$ cat src/rtl/r2sdf_stage_if.sv
// Sample, flush, twiddle-ROM and output signals of one radix-2 SDF stage.
// Output width follows R2SDF_SCALE_EN: DW when defined, DW+1 otherwise.
interface r2sdf_stage_if #(
  parameter int DW = 16,
  parameter int TW = 16,
  parameter int AW = 10
);
`ifdef R2SDF_SCALE_EN
  localparam int OW = DW;
`else
  localparam int OW = DW + 1;
`endif

  logic                 iData_valid;
  logic signed [DW-1:0] iData_Re;
  logic signed [DW-1:0] iData_Im;
  logic                 iFlush;
  logic        [AW-1:0] oTw_Addr;
  logic signed [TW-1:0] iTw_Re;
  logic signed [TW-1:0] iTw_Im;
  logic                 oData_valid;
  logic signed [OW-1:0] oData_Re;
  logic signed [OW-1:0] oData_Im;
  logic                 oBusy;

  modport slave (
    input  iData_valid, iData_Re, iData_Im, iFlush, iTw_Re, iTw_Im,
    output oTw_Addr, oData_valid, oData_Re, oData_Im, oBusy
  );

  modport master (
    output iData_valid, iData_Re, iData_Im, iFlush, iTw_Re, iTw_Im,
    input  oTw_Addr, oData_valid, oData_Re, oData_Im, oBusy
  );
endinterface

$ cat src/rtl/r2sdf_stage.sv
// Radix-2 single-path delay-feedback FFT stage with twiddle multiply.
// R2SDF_SCALE_EN: halve butterfly results (round half-up) and keep DW-bit outputs.
//
// state | meaning
// IDLE  | no frame in flight, k = 0
// FILL  | storing first half of the first frame
// BFLY  | second half arriving: emit a+b, store a-b
// SHIFT | emit stored difference x twiddle, store next frame's first half
// DRAIN | flushing stored differences x twiddle without input
module r2sdf_stage #(
  parameter int DW        = 16,
  parameter int DEPTH     = 16,
  parameter int TW        = 16,
  parameter int TW_STRIDE = 1,
  parameter int AW        = 10
) (
  input  logic           iClk,
  input  logic           iRst_n,
  r2sdf_stage_if.slave   bus
);
`ifdef R2SDF_SCALE_EN
  localparam int OW = DW;
`else
  localparam int OW = DW + 1;
`endif
  localparam int KW = $clog2(DEPTH);
  localparam int SW = DW + 2;
  localparam int PW = OW + TW + 1;
  localparam logic signed [PW-1:0] RND     = PW'(1) <<< (TW - 2);
  localparam logic signed [PW-1:0] SAT_MAX = (PW'(1) <<< (OW - 1)) - PW'(1);
  localparam logic signed [PW-1:0] SAT_MIN = -(PW'(1) <<< (OW - 1));

  typedef enum logic [2:0] {S_IDLE, S_FILL, S_BFLY, S_SHIFT, S_DRAIN} state_t;

  state_t               state_q;
  logic        [KW-1:0] k_q;
  logic                 vld_q;
  logic signed [OW-1:0] re_q, im_q;
  logic signed [OW-1:0] dl_re_q [DEPTH];
  logic signed [OW-1:0] dl_im_q [DEPTH];

  logic                 advance, k_wrap, wr_en;
  logic        [KW-1:0] k_inc;
  logic signed [OW-1:0] head_re, head_im, in_re, in_im;
  logic signed [OW-1:0] sum_re, sum_im, dif_re, dif_im, wr_re, wr_im;
  logic signed [OW-1:0] tw_re, tw_im;
  logic signed [PW-1:0] acc_re, acc_im;

  function automatic logic signed [OW-1:0] bfly(input logic signed [OW-1:0] a,
                                                input logic signed [DW-1:0] b,
                                                input logic sub);
    logic signed [SW-1:0] s;
    s = sub ? (SW'(a) - SW'(b)) : (SW'(a) + SW'(b));
`ifdef R2SDF_SCALE_EN
    s = (s + SW'(signed'(2'sb01))) >>> 1;
`endif
    return OW'(s);
  endfunction

  function automatic logic signed [OW-1:0] round_sat(input logic signed [PW-1:0] acc);
    logic signed [PW-1:0] r;
    r = (acc + RND) >>> (TW - 1);
    if (r > SAT_MAX)      r = SAT_MAX;
    else if (r < SAT_MIN) r = SAT_MIN;
    return OW'(r);
  endfunction

  // DRAIN runs without input; every other state waits for a sample
  assign advance = (state_q == S_DRAIN) || bus.iData_valid;
  assign k_wrap  = (k_q == KW'(DEPTH - 1));
  assign k_inc   = k_q + KW'(1);

  // Circular buffer addressed by k: entry k was written exactly DEPTH advances ago
  assign head_re = dl_re_q[k_q];
  assign head_im = dl_im_q[k_q];
  assign in_re   = OW'(bus.iData_Re);
  assign in_im   = OW'(bus.iData_Im);

  assign sum_re = bfly(head_re, bus.iData_Re, 1'b0);
  assign sum_im = bfly(head_im, bus.iData_Im, 1'b0);
  assign dif_re = bfly(head_re, bus.iData_Re, 1'b1);
  assign dif_im = bfly(head_im, bus.iData_Im, 1'b1);

  assign acc_re = PW'(head_re) * PW'(bus.iTw_Re) - PW'(head_im) * PW'(bus.iTw_Im);
  assign acc_im = PW'(head_re) * PW'(bus.iTw_Im) + PW'(head_im) * PW'(bus.iTw_Re);
  assign tw_re  = round_sat(acc_re);
  assign tw_im  = round_sat(acc_im);

  assign wr_en = advance && (state_q != S_DRAIN);
  assign wr_re = (state_q == S_BFLY) ? dif_re : in_re;
  assign wr_im = (state_q == S_BFLY) ? dif_im : in_im;

  always_ff @(posedge iClk) begin
    if (wr_en) begin
      dl_re_q[k_q] <= wr_re;
      dl_im_q[k_q] <= wr_im;
    end
  end

  always_ff @(posedge iClk or negedge iRst_n) begin
    if (!iRst_n) begin
      state_q <= S_IDLE;
      k_q     <= '0;
      vld_q   <= 1'b0;
      re_q    <= '0;
      im_q    <= '0;
    end else begin
      vld_q <= 1'b0;
      if (advance) k_q <= k_inc;
      case (state_q)
        S_IDLE: if (advance) state_q <= S_FILL;
        S_FILL: if (advance && k_wrap) state_q <= S_BFLY;
        S_BFLY: if (advance) begin
          vld_q <= 1'b1;
          re_q  <= sum_re;
          im_q  <= sum_im;
          if (k_wrap) state_q <= bus.iFlush ? S_DRAIN : S_SHIFT;
        end
        S_SHIFT: begin
          if (advance) begin
            vld_q <= 1'b1;
            re_q  <= tw_re;
            im_q  <= tw_im;
            // flush on the last difference: nothing left to drain
            if (k_wrap)           state_q <= bus.iFlush ? S_IDLE : S_BFLY;
            else if (bus.iFlush)  state_q <= S_DRAIN;
          end else if (bus.iFlush) begin
            state_q <= S_DRAIN;
          end
        end
        S_DRAIN: begin
          vld_q <= 1'b1;
          re_q  <= tw_re;
          im_q  <= tw_im;
          if (k_wrap) state_q <= S_IDLE;
        end
        default: state_q <= S_IDLE;
      endcase
    end
  end

  assign bus.oTw_Addr    = (state_q == S_SHIFT || state_q == S_DRAIN)
                           ? AW'(k_q) * AW'(TW_STRIDE) : '0;
  assign bus.oData_valid = vld_q;
  assign bus.oData_Re    = re_q;
  assign bus.oData_Im    = im_q;
  assign bus.oBusy       = (state_q != S_IDLE);
endmodule

$ cat src/flat_wrapper.sv
// flat-port wrapper written by rule: the top's interface ports become plain ports
module r2sdf_stage_flat 
#(
  parameter int DW        = 16,
  parameter int DEPTH     = 16,
  parameter int TW        = 16,
  parameter int TW_STRIDE = 1,
  parameter int AW        = 10
)
  (iClk, iRst_n, bus_iData_valid, bus_iData_Re, bus_iData_Im, bus_iFlush, bus_iTw_Re, bus_iTw_Im, bus_oTw_Addr, bus_oData_valid, bus_oData_Re, bus_oData_Im, bus_oBusy);
  r2sdf_stage_if #(.DW(DW), .TW(TW), .AW(AW)) bus_i ();
  input  logic iClk;
  input  logic iRst_n;
  input wire logic [$bits(bus_i.iData_valid)-1:0] bus_iData_valid;
  input wire logic [$bits(bus_i.iData_Re)-1:0] bus_iData_Re;
  input wire logic [$bits(bus_i.iData_Im)-1:0] bus_iData_Im;
  input wire logic [$bits(bus_i.iFlush)-1:0] bus_iFlush;
  input wire logic [$bits(bus_i.iTw_Re)-1:0] bus_iTw_Re;
  input wire logic [$bits(bus_i.iTw_Im)-1:0] bus_iTw_Im;
  output wire logic [$bits(bus_i.oTw_Addr)-1:0] bus_oTw_Addr;
  output wire logic [$bits(bus_i.oData_valid)-1:0] bus_oData_valid;
  output wire logic [$bits(bus_i.oData_Re)-1:0] bus_oData_Re;
  output wire logic [$bits(bus_i.oData_Im)-1:0] bus_oData_Im;
  output wire logic [$bits(bus_i.oBusy)-1:0] bus_oBusy;
  assign bus_i.iData_valid = bus_iData_valid;
  assign bus_i.iData_Re = bus_iData_Re;
  assign bus_i.iData_Im = bus_iData_Im;
  assign bus_i.iFlush = bus_iFlush;
  assign bus_i.iTw_Re = bus_iTw_Re;
  assign bus_i.iTw_Im = bus_iTw_Im;
  assign bus_oTw_Addr = bus_i.oTw_Addr;
  assign bus_oData_valid = bus_i.oData_valid;
  assign bus_oData_Re = bus_i.oData_Re;
  assign bus_oData_Im = bus_i.oData_Im;
  assign bus_oBusy = bus_i.oBusy;
  r2sdf_stage #(.DW(DW), .DEPTH(DEPTH), .TW(TW), .TW_STRIDE(TW_STRIDE), .AW(AW)) u_core (.iClk(iClk), .iRst_n(iRst_n), .bus(bus_i));
endmodule
$ cat config.mk
export PLATFORM = sky130hd
export DESIGN_NAME = r2sdf_stage_flat
export DESIGN_NICKNAME = d
export VERILOG_FILES = /design/src/rtl/r2sdf_stage_if.sv /design/src/rtl/r2sdf_stage.sv /design/src/flat_wrapper.sv
export SDC_FILE = /design/constraint.sdc
export NUM_CORES = 2
export LEC_CHECK = 0
export CAP_MARGIN = 10
export CORE_MARGIN = 5
export CORE_UTILIZATION = 44
export DETAILED_ROUTE_END_ITERATION = 7
export PLACE_DENSITY_LB_ADDON = 0.15
export SLEW_MARGIN = 20
export SYNTH_ARGS = -nofsm -noshare
export SYNTH_HDL_FRONTEND = slang
export SYNTH_SLANG_ARGS = --single-unit
$ cat constraint.sdc
create_clock -name iClk -period 12.4 [get_ports iClk]
set_input_delay 2.48 -clock iClk [delete_from_list [all_inputs] [get_ports iClk]]
set_output_delay 2.48 -clock iClk [all_outputs]
set_load 0.01 [all_outputs]
# Word-level counts from Yosys, hierarchy flattened
# Memory sizes are Yosys's and may differ from the RTL's.
# Index checks and enable logic that the tools add are counted.
# Widths: inputs -> output; s select.
[word_totals] regBits=42 latchBits=0 ramBits=544 mem_bits_ro=0 in_bits=68 out_inout_bits=46 mem_count=2
[classes] add_sub_neg=9 mul=4 div=0 magnitude_cmp=4 n_eq_ne=12 n_shift=0 mux=28 bitwise_logic=0 reduce_logical=10
[mem_list] name="u_core.dl_im_q" words=16 word_bits=17 rd=1 rd_clocked_by_memory_dff=0 write_ports=1 line_no="r2sdf_stage.sv:40" source="logic signed [OW-1:0] dl_im_q [DEPTH];"
[mem_list] name="u_core.dl_re_q" words=16 word_bits=17 rd=1 rd_clocked_by_memory_dff=0 write_ports=1 line_no="r2sdf_stage.sv:39" source="logic signed [OW-1:0] dl_re_q [DEPTH];"
[op_table] op="$mux 17" count=10
[op_table] op="$mul 17x16->33" count=4
[op_table] op="$pmux 17 s3" count=2
[op_table] op="$add 34x16->34 const B" count=2
[op_table] op="$gt 19x17->1 const B" count=2
[op_table] op="$lt 19x17->1 const B" count=2
[op_table] op="$add 17x16->17" count=2
[op_table] op="$add 34x34->34" count=1
[op_table] op="$sub 17x16->17" count=2
[op_table] op="$sub 34x34->34" count=1
[op_table] op="$mux 3" count=9
[op_table] op="$pmux 3 s5" count=1
[op_table] op="$ne 2x1->1 const B" count=6
[op_table] op="$eq 3x2->1 const B" count=2
[op_table] op="$reduce_bool 3->1" count=2
[op_table] op="$reduce_and 5->1" count=1
[op_table] op="$add 4x1->4 const B" count=1
[op_table] op="$eq 4x4->1 const B" count=1
[op_table] op="$mux 4" count=1
[op_table] op="$eq 3x1->1 const B" count=1
[op_table] op="$eq 3x3->1 const B" count=1
[op_table] op="$logic_not 3->1" count=1
[op_table] op="$mux 1" count=3
[op_table] op="$ne 3x3->1 const B" count=1
[op_table] op="other kinds (6)" count=8

# Depth between registers and ports, before layout
# An unclocked memory read counts as a cell.
[logic_depth] ltp_word=9 depth_mapped=47 ltp_nobuf=42

# Least setup slack after synthesis
# No wires, ideal clock.
[synth_path] path_type="flip-flop to flip-flop" from="reg u_core.k_q[0]" to="reg u_core.im_q[9], in the netlist u_core.bus.oData_Im[9]" setup_ns=0.094 t_arrival_ns=11.192 required_time_ns=12.306 slack_ns=1.115 stages_incl_launch_ff=44 period_less_slack_ns=11.285 path_cell_list="dfrtp_1 > buf_4 > buf_6 > buf_2 > buf_2 > buf_1 > mux4_2 > mux4_2 > clkbuf_1 > and2_1 > fa_1 > inv_1 > fa_1 > fa_1 > fa_1 > inv_1 > fa_1 > inv_1 > (+8 left out) > o31a_1 > or4_1 > a211o_1 > nand3_1 > ha_1 > ha_1 > and3_1 > clkbuf_1 > nand2_1 > nor3_1 > and3_1 > nand2_1 > o31a_1 > a21o_4 > xnor2_4 > a21oi_2 > or3_1 > a221oi_2"
[synth_between] elab_chain_cells=9 elab_cells_between_ends=14 classes_between="add/sub (3); mul (2); order compare (2); mux (5); memory (2)"
[synth_rtl] item="start, declared" line_no="r2sdf_stage.sv:36" source="logic [KW-1:0] k_q;"
[synth_rtl] item="start signal, assigned" line_no="r2sdf_stage.sv:109" source="if (advance) k_q <= k_inc;"
[synth_rtl] item="$mem_v2 16x17 (on tied branches)"
[synth_rtl] item="$mul 17x16->33" line_no="r2sdf_stage.sv:85" source="assign acc_im = PW'(head_re) * PW'(bus.iTw_Im) + PW'(head_im) * PW'(bus.iTw_Re);"
[synth_rtl] item="$add 34x34->34" line_no="r2sdf_stage.sv:85"
[synth_rtl] item="$add 34x16->34" line_no="r2sdf_stage.sv:62" source="r = (acc + RND) >>> (TW - 1);"
[synth_rtl] item="$lt 19x17->1" line_no="r2sdf_stage.sv:64" source="else if (r < SAT_MIN) r = SAT_MIN;"
[synth_rtl] item="$mux 17" line_no="r2sdf_stage.sv:64"
[synth_rtl] item="$mux 17" line_no="r2sdf_stage.sv:63" source="if (r > SAT_MAX) r = SAT_MAX;"
[synth_rtl] item="$mux 17" line_no="r2sdf_stage.sv:120" source="if (advance) begin"
[synth_rtl] item="$pmux 17 s3 (*)" line_no="r2sdf_stage.sv:110" source="case (state_q)"
[synth_rtl] item="end signal, assigned" line_no="r2sdf_stage.sv:116" source="im_q <= sum_im;"
[synth_rtl] item="end signal, assigned" line_no="r2sdf_stage.sv:123" source="im_q <= tw_im;"
[synth_rtl] item="end signal, assigned" line_no="r2sdf_stage.sv:134" source="im_q <= tw_im;"
[synth_rtl] item="end, declared" line_no="r2sdf_stage.sv:38" source="logic signed [OW-1:0] re_q, im_q;"
# Mark *: on every way between the ends. The rest lies on a longest branch, timed or not. The select of a mux whose other input is x is not followed.
# A chain may end at the register's enable or synchronous reset.

# Worst setup path after layout
[layout_path] from="in bus_iTw_Re[1]" to="reg u_core.re_q[6], in the netlist u_core.bus.oData_Re[6]"
[layout_between] elab_chain_cells=8 elab_cells_between_ends=9 classes_between="add/sub (2); mul (1); order compare (2); mux (4)"
[layout_rtl] item="start, declared" line_no="flat_wrapper.sv:18" source="input wire logic [$bits(bus_i.iTw_Re)-1:0] bus_iTw_Re;"
[layout_rtl] item="$mul 17x16->33 (*)" line_no="r2sdf_stage.sv:84" source="assign acc_re = PW'(head_re) * PW'(bus.iTw_Re) - PW'(head_im) * PW'(bus.iTw_Im);"
[layout_rtl] item="$sub 34x34->34 (*)" line_no="r2sdf_stage.sv:84"
[layout_rtl] item="$add 34x16->34 (*)" line_no="r2sdf_stage.sv:62"
[layout_rtl] item="$lt 19x17->1" line_no="r2sdf_stage.sv:64"
[layout_rtl] item="$mux 17" line_no="r2sdf_stage.sv:64"
[layout_rtl] item="$mux 17 (*)" line_no="r2sdf_stage.sv:63"
[layout_rtl] item="$mux 17" line_no="r2sdf_stage.sv:120"
[layout_rtl] item="$pmux 17 s3 (*)" line_no="r2sdf_stage.sv:110"
[layout_rtl] item="end signal, assigned" line_no="r2sdf_stage.sv:115" source="re_q <= sum_re;"
[layout_rtl] item="end signal, assigned" line_no="r2sdf_stage.sv:122" source="re_q <= tw_re;"
[layout_rtl] item="end signal, assigned" line_no="r2sdf_stage.sv:133" source="re_q <= tw_re;"
[layout_rtl] item="end, declared" line_no="r2sdf_stage.sv:38"
# Marked as above.

==> metrics.txt <==
# TYPE chip_impl_metric gauge
chip_impl_metric{name="yosys.area.top_type_share",unit="%"} 31.5
chip_impl_info{name="critPathMostFrequentCell",value="fa_1"} 1
chip_impl_info{name="globalRoute.busiestLayer",value="met2"} 1
chip_impl_metric{name="post_synthesis_share_of_cell_area_spent_on_and_or_nand_and_nor_gates",unit="%"} 11.7
chip_impl_metric{name="num_vias",unit=""} 46995
chip_impl_info{name="worstSetupEndpointType",value="flop"} 1
chip_impl_metric{name="critPathMaxFanout",unit=""} 18
chip_impl_metric{name="holdBufCountCts",unit=""} 0
chip_impl_metric{name="io_buffer_count",unit=""} 107
chip_impl_metric{name="clock_tree.htree_level_count",unit=""} 2
chip_impl_info{name="run_status",value="complete, no violations"} 1
chip_impl_metric{name="fin_hold_ws",unit="ns"} 0.511
chip_impl_metric{name="actual_transition_at_the_worst_max_transition_pin",unit="ns"} 1.11
chip_impl_metric{name="synth.mux.area_fraction",unit="%"} 5.45
chip_impl_metric{name="mappedNetlistArea",unit="um2"} 70400
chip_impl_metric{name="clock_insertion_delay_worst_skew",unit="ns"} 0.60
chip_impl_metric{name="final.fill_count",unit=""} 14605
chip_impl_metric{name="fp.dieArea",unit="um2"} 168000
chip_impl_metric{name="grt_antenna_before_repair",unit=""} 12
chip_impl_metric{name="cp.buffers_inverters",unit=""} 6
chip_impl_metric{name="floorplan.initialDensity",unit="%"} 44.4
chip_impl_metric{name="worst_ep_arrival_time",unit="ns"} 12.33
chip_impl_info{name="rsz0062_at_grt",value="no"} 1
chip_impl_metric{name="yosys_warnings",unit=""} 0
chip_impl_metric{name="final_critical_path_time_including_i_o_delays_and_setup",unit="ns"} 11.87
chip_impl_metric{name="pin_count",unit=""} 114
chip_impl_info{name="netlist_top_cells_count",value="inv_1 (1382), fa_1 (1108), nand2_1 (668)"} 1
chip_impl_metric{name="cts.repair_timing.setup_buffer_count",unit=""} 0
chip_impl_metric{name="fin_skew",unit="ns"} 0.0321
chip_impl_metric{name="post_synth_xor_area_fraction",unit="%"} 2.66
chip_impl_metric{name="final_nets",unit=""} 8372
chip_impl_metric{name="slew_limit_fails",unit=""} 0
chip_impl_metric{name="number_of_enable_flip_flop_cells_after_synthesis",unit=""} 544
chip_impl_metric{name="grt_start_max_net_pins",unit=""} 68
chip_impl_metric{name="clk_pin_slew",unit="ns"} 0.06
chip_impl_metric{name="postSynthAreaPerCell",unit="um2"} 10.7
chip_impl_metric{name="cts-resized-gates",unit=""} 0
chip_impl_metric{name="core.rowCount",unit=""} 146
chip_impl_metric{name="grt_pass1_vias",unit=""} 50569
chip_impl_metric{name="post_detailed_route_via_to_cell_ratio",unit=""} 5.35
chip_impl_metric{name="area_delta_synth_final",unit="%"} 8.61
chip_impl_info{name="yosys.cell_count.top_type",value="inv_1"} 1
chip_impl_info{name="largest_family_of_logic_cells_by_synthesized_area",value="adder cells"} 1
chip_impl_metric{name="max-cap-violations",unit=""} 0
chip_impl_metric{name="drt-pass1-iter-count",unit=""} 5
chip_impl_info{name="tritoncts",value="built"} 1
chip_impl_metric{name="grt.met1_usage",unit="%"} 32.8
chip_impl_metric{name="final_min_period_over_clock_period",unit="%"} 95.7
chip_impl_info{name="ctsRootBufferMaster",value="clkbuf_16"} 1
chip_impl_metric{name="grt_pass1_wl",unit="um"} 310000
chip_impl_info{name="post_synth_main_area_contributors",value="fa_1 (31%), edfxtp_1 (23%), ha_1 (9.4%)"} 1
chip_impl_metric{name="place.detailed.hpwl",unit="um"} 159000
chip_impl_metric{name="clock-sinks",unit=""} 586
chip_impl_metric{name="routed_wl",unit="um"} 199000
chip_impl_metric{name="count_of_final_setup_violators",unit=""} 0
chip_impl_metric{name="synth_seq_area_share",unit="%"} 24.7
chip_impl_info{name="synth-main-ff-cell",value="edfxtp_1"} 1
chip_impl_metric{name="met2_usage",unit="%"} 41.8
chip_impl_metric{name="synthDistinctLibCells",unit=""} 84
chip_impl_info{name="hold_path.class",value="flop to flop"} 1
chip_impl_info{name="cp_top_family",value="adder cells"} 1
chip_impl_metric{name="drc",unit=""} 0
chip_impl_metric{name="sequential_cell_area",unit="um2"} 17400
chip_impl_info{name="class_of_the_most_critical_setup_path",value="input port to flop"} 1
chip_impl_metric{name="maxClockFrequency",unit="MHz"} 84.3
chip_impl_metric{name="synth_compound_gate_area_share",unit="%"} 5.61
chip_impl_metric{name="slew_headroom",unit="%"} 26.3
chip_impl_metric{name="tns",unit="ns"} 0
chip_impl_metric{name="wire_per_inst",unit="um"} 22.7
chip_impl_metric{name="chipWidth",unit="um"} 410
chip_impl_metric{name="count_of_routing_violations_after_the_opening_detailed_route_iteration",unit=""} 3301
chip_impl_info{name="critPathLaunchType",value="input port"} 1
chip_impl_metric{name="crit_path_max_incr_delay",unit="ns"} 0.84
chip_impl_metric{name="cts.path.max_buffers",unit=""} 3
chip_impl_info{name="critical-path-slowest-cell",value="clkdlybuf4s50_1"} 1
chip_impl_metric{name="grt.met3_usage",unit="%"} 2.52
chip_impl_metric{name="global_route.overflow_total",unit=""} 0
chip_impl_metric{name="postSynth.asyncResetShare",unit="%"} 7.17
chip_impl_metric{name="timing_hold_violations_final",unit=""} 0
chip_impl_metric{name="yosys_register_bits",unit=""} 586
chip_impl_metric{name="placeableCoreArea",unit="um2"} 159000
chip_impl_metric{name="die_height",unit="um"} 410
chip_impl_metric{name="drive_gt1_share",unit="%"} 7.47
chip_impl_metric{name="place.gp.congestion",unit=""} 0.888
chip_impl_metric{name="footprint_of_the_multi_input_gates",unit="um2"} 46900
chip_impl_metric{name="synth_fa_ha_area_share",unit="%"} 40.9
chip_impl_metric{name="post_synth_inst_count",unit=""} 6575
chip_impl_metric{name="worst-endpoint-required",unit="ns"} 12.86
chip_impl_metric{name="global_router_s_overall_resource_usage",unit="%"} 24.2
chip_impl_metric{name="cts_made_buffers",unit=""} 50
chip_impl_info{name="yosys.area.top_type",value="fa_1"} 1
chip_impl_metric{name="drtAntennaViolNets",unit=""} 0
[final timing paths]
path / start / end / slack [ns] / depth (start not counted)
worst max register to register: u_core.k_q[0] / u_core.bus.oData_Im[9] / 0.72 / 37
min in group asynchronous: iRst_n / u_core.state_q[2] / 1.99 / 2
worst max-delay path: bus_iTw_Re[1] / u_core.bus.oData_Re[6] / 0.53 / 37
worst min-delay path: u_core.state_q[2] / u_core.state_q[1] / 0.51 / 1
max in group asynchronous: iRst_n / u_core.k_q[3] / 9.86 / 2
worst min register to register: u_core.state_q[2] / u_core.state_q[1] / 0.51 / 1
[layout make-up]
type	instances	area share [%]
diodes	2	0.00654
clock buffers	62	1.69
inverters	1382	6.78
repair buffers	320	3.78
well taps	2072	3.39
clock inverters	29	0.322
multi-input cells	4326	61.3
flip-flops and latches	586	22.7
[worst register-to-register path: cells and delay by family, from the launching register on]
| kind | cells | cell delay [ns] |
|---|---|---|
| flops | 1 | 0.71 |
| simple gates | 11 | 2.90 |
| xor+xnor | 1 | 0.15 |
| buf+inv | 4 | 0.76 |
| compound gates | 10 | 2.23 |
| mux | 2 | 1.28 |
| fa+ha+maj | 9 | 3.57 |
[layout by cell type (no fill, tap or decap), drive strengths merged, types with 54 or more instances in the layout]
master | Yosys | routed
a21o | 72 | 72
a21oi | 175 | 175
and2 | 504 | 504
buf | 33 | 214
clkbuf | 253 | 62
clkdlybuf4s50 | 0 | 106
edfxtp | 544 | 544
fa | 1108 | 1108
ha | 530 | 530
inv | 1382 | 1386
mux4 | 160 | 160
nand2 | 668 | 668
nand3 | 54 | 54
nor2 | 198 | 198
nor3 | 54 | 54
o21ai | 118 | 118
xnor2 | 161 | 161
[registers in the layout (all words and copies together) (netlist names)]
name / flops
u_core.bus.oData_Im: 17
u_core.state_q: 3
u_core.dl_re_q: 272
u_core.k_q: 4
u_core.dl_im_q: 272
u_core.bus.oData_Re: 17
u_core.bus.oData_valid: 1
[stage by stage]
step | cells | cell area [um2] | utilization, % | worst slack [ns]
2_1_floorplan | 6580 | 70400 | - | 1.11
3_3_place_gp | 8686 | 74900 | 47.2 | 0.149
3_5_place_dp | 8686 | 74900 | 47.2 | -0.0157
4_1_cts | 8777 | 76500 | 48.2 | 0.601
5_1_grt | 8777 | 76500 | 48.2 | 0.0684
6_report | 8779 | 76500 | 48.2 | 0.531
[cells by family after synthesis]
| family | count (synthesis) |
|---|---|
| AND/OR/NAND/NOR | 1676 |
| buffers and inverters | 1668 |
| adder cells (fa/ha/maj) | 1638 |
| AO/OA/AOI/OAI | 611 |
| flip-flops | 586 |
| XOR/XNOR | 212 |
| multiplexers | 183 |
| other | 1 |
[layer usage]
metal | vias to the layer above | share of wire (%)
li1 | 21026 | -
met1 | 24680 | 43
met2 | 1098 | 50
met3 | 189 | 4.7
met4 | 2 | 2.9
met5 | - | 0.0065
Power is not shown: default switching activity piles up to over one toggle a cycle in this logic, so the estimate is an artifact.
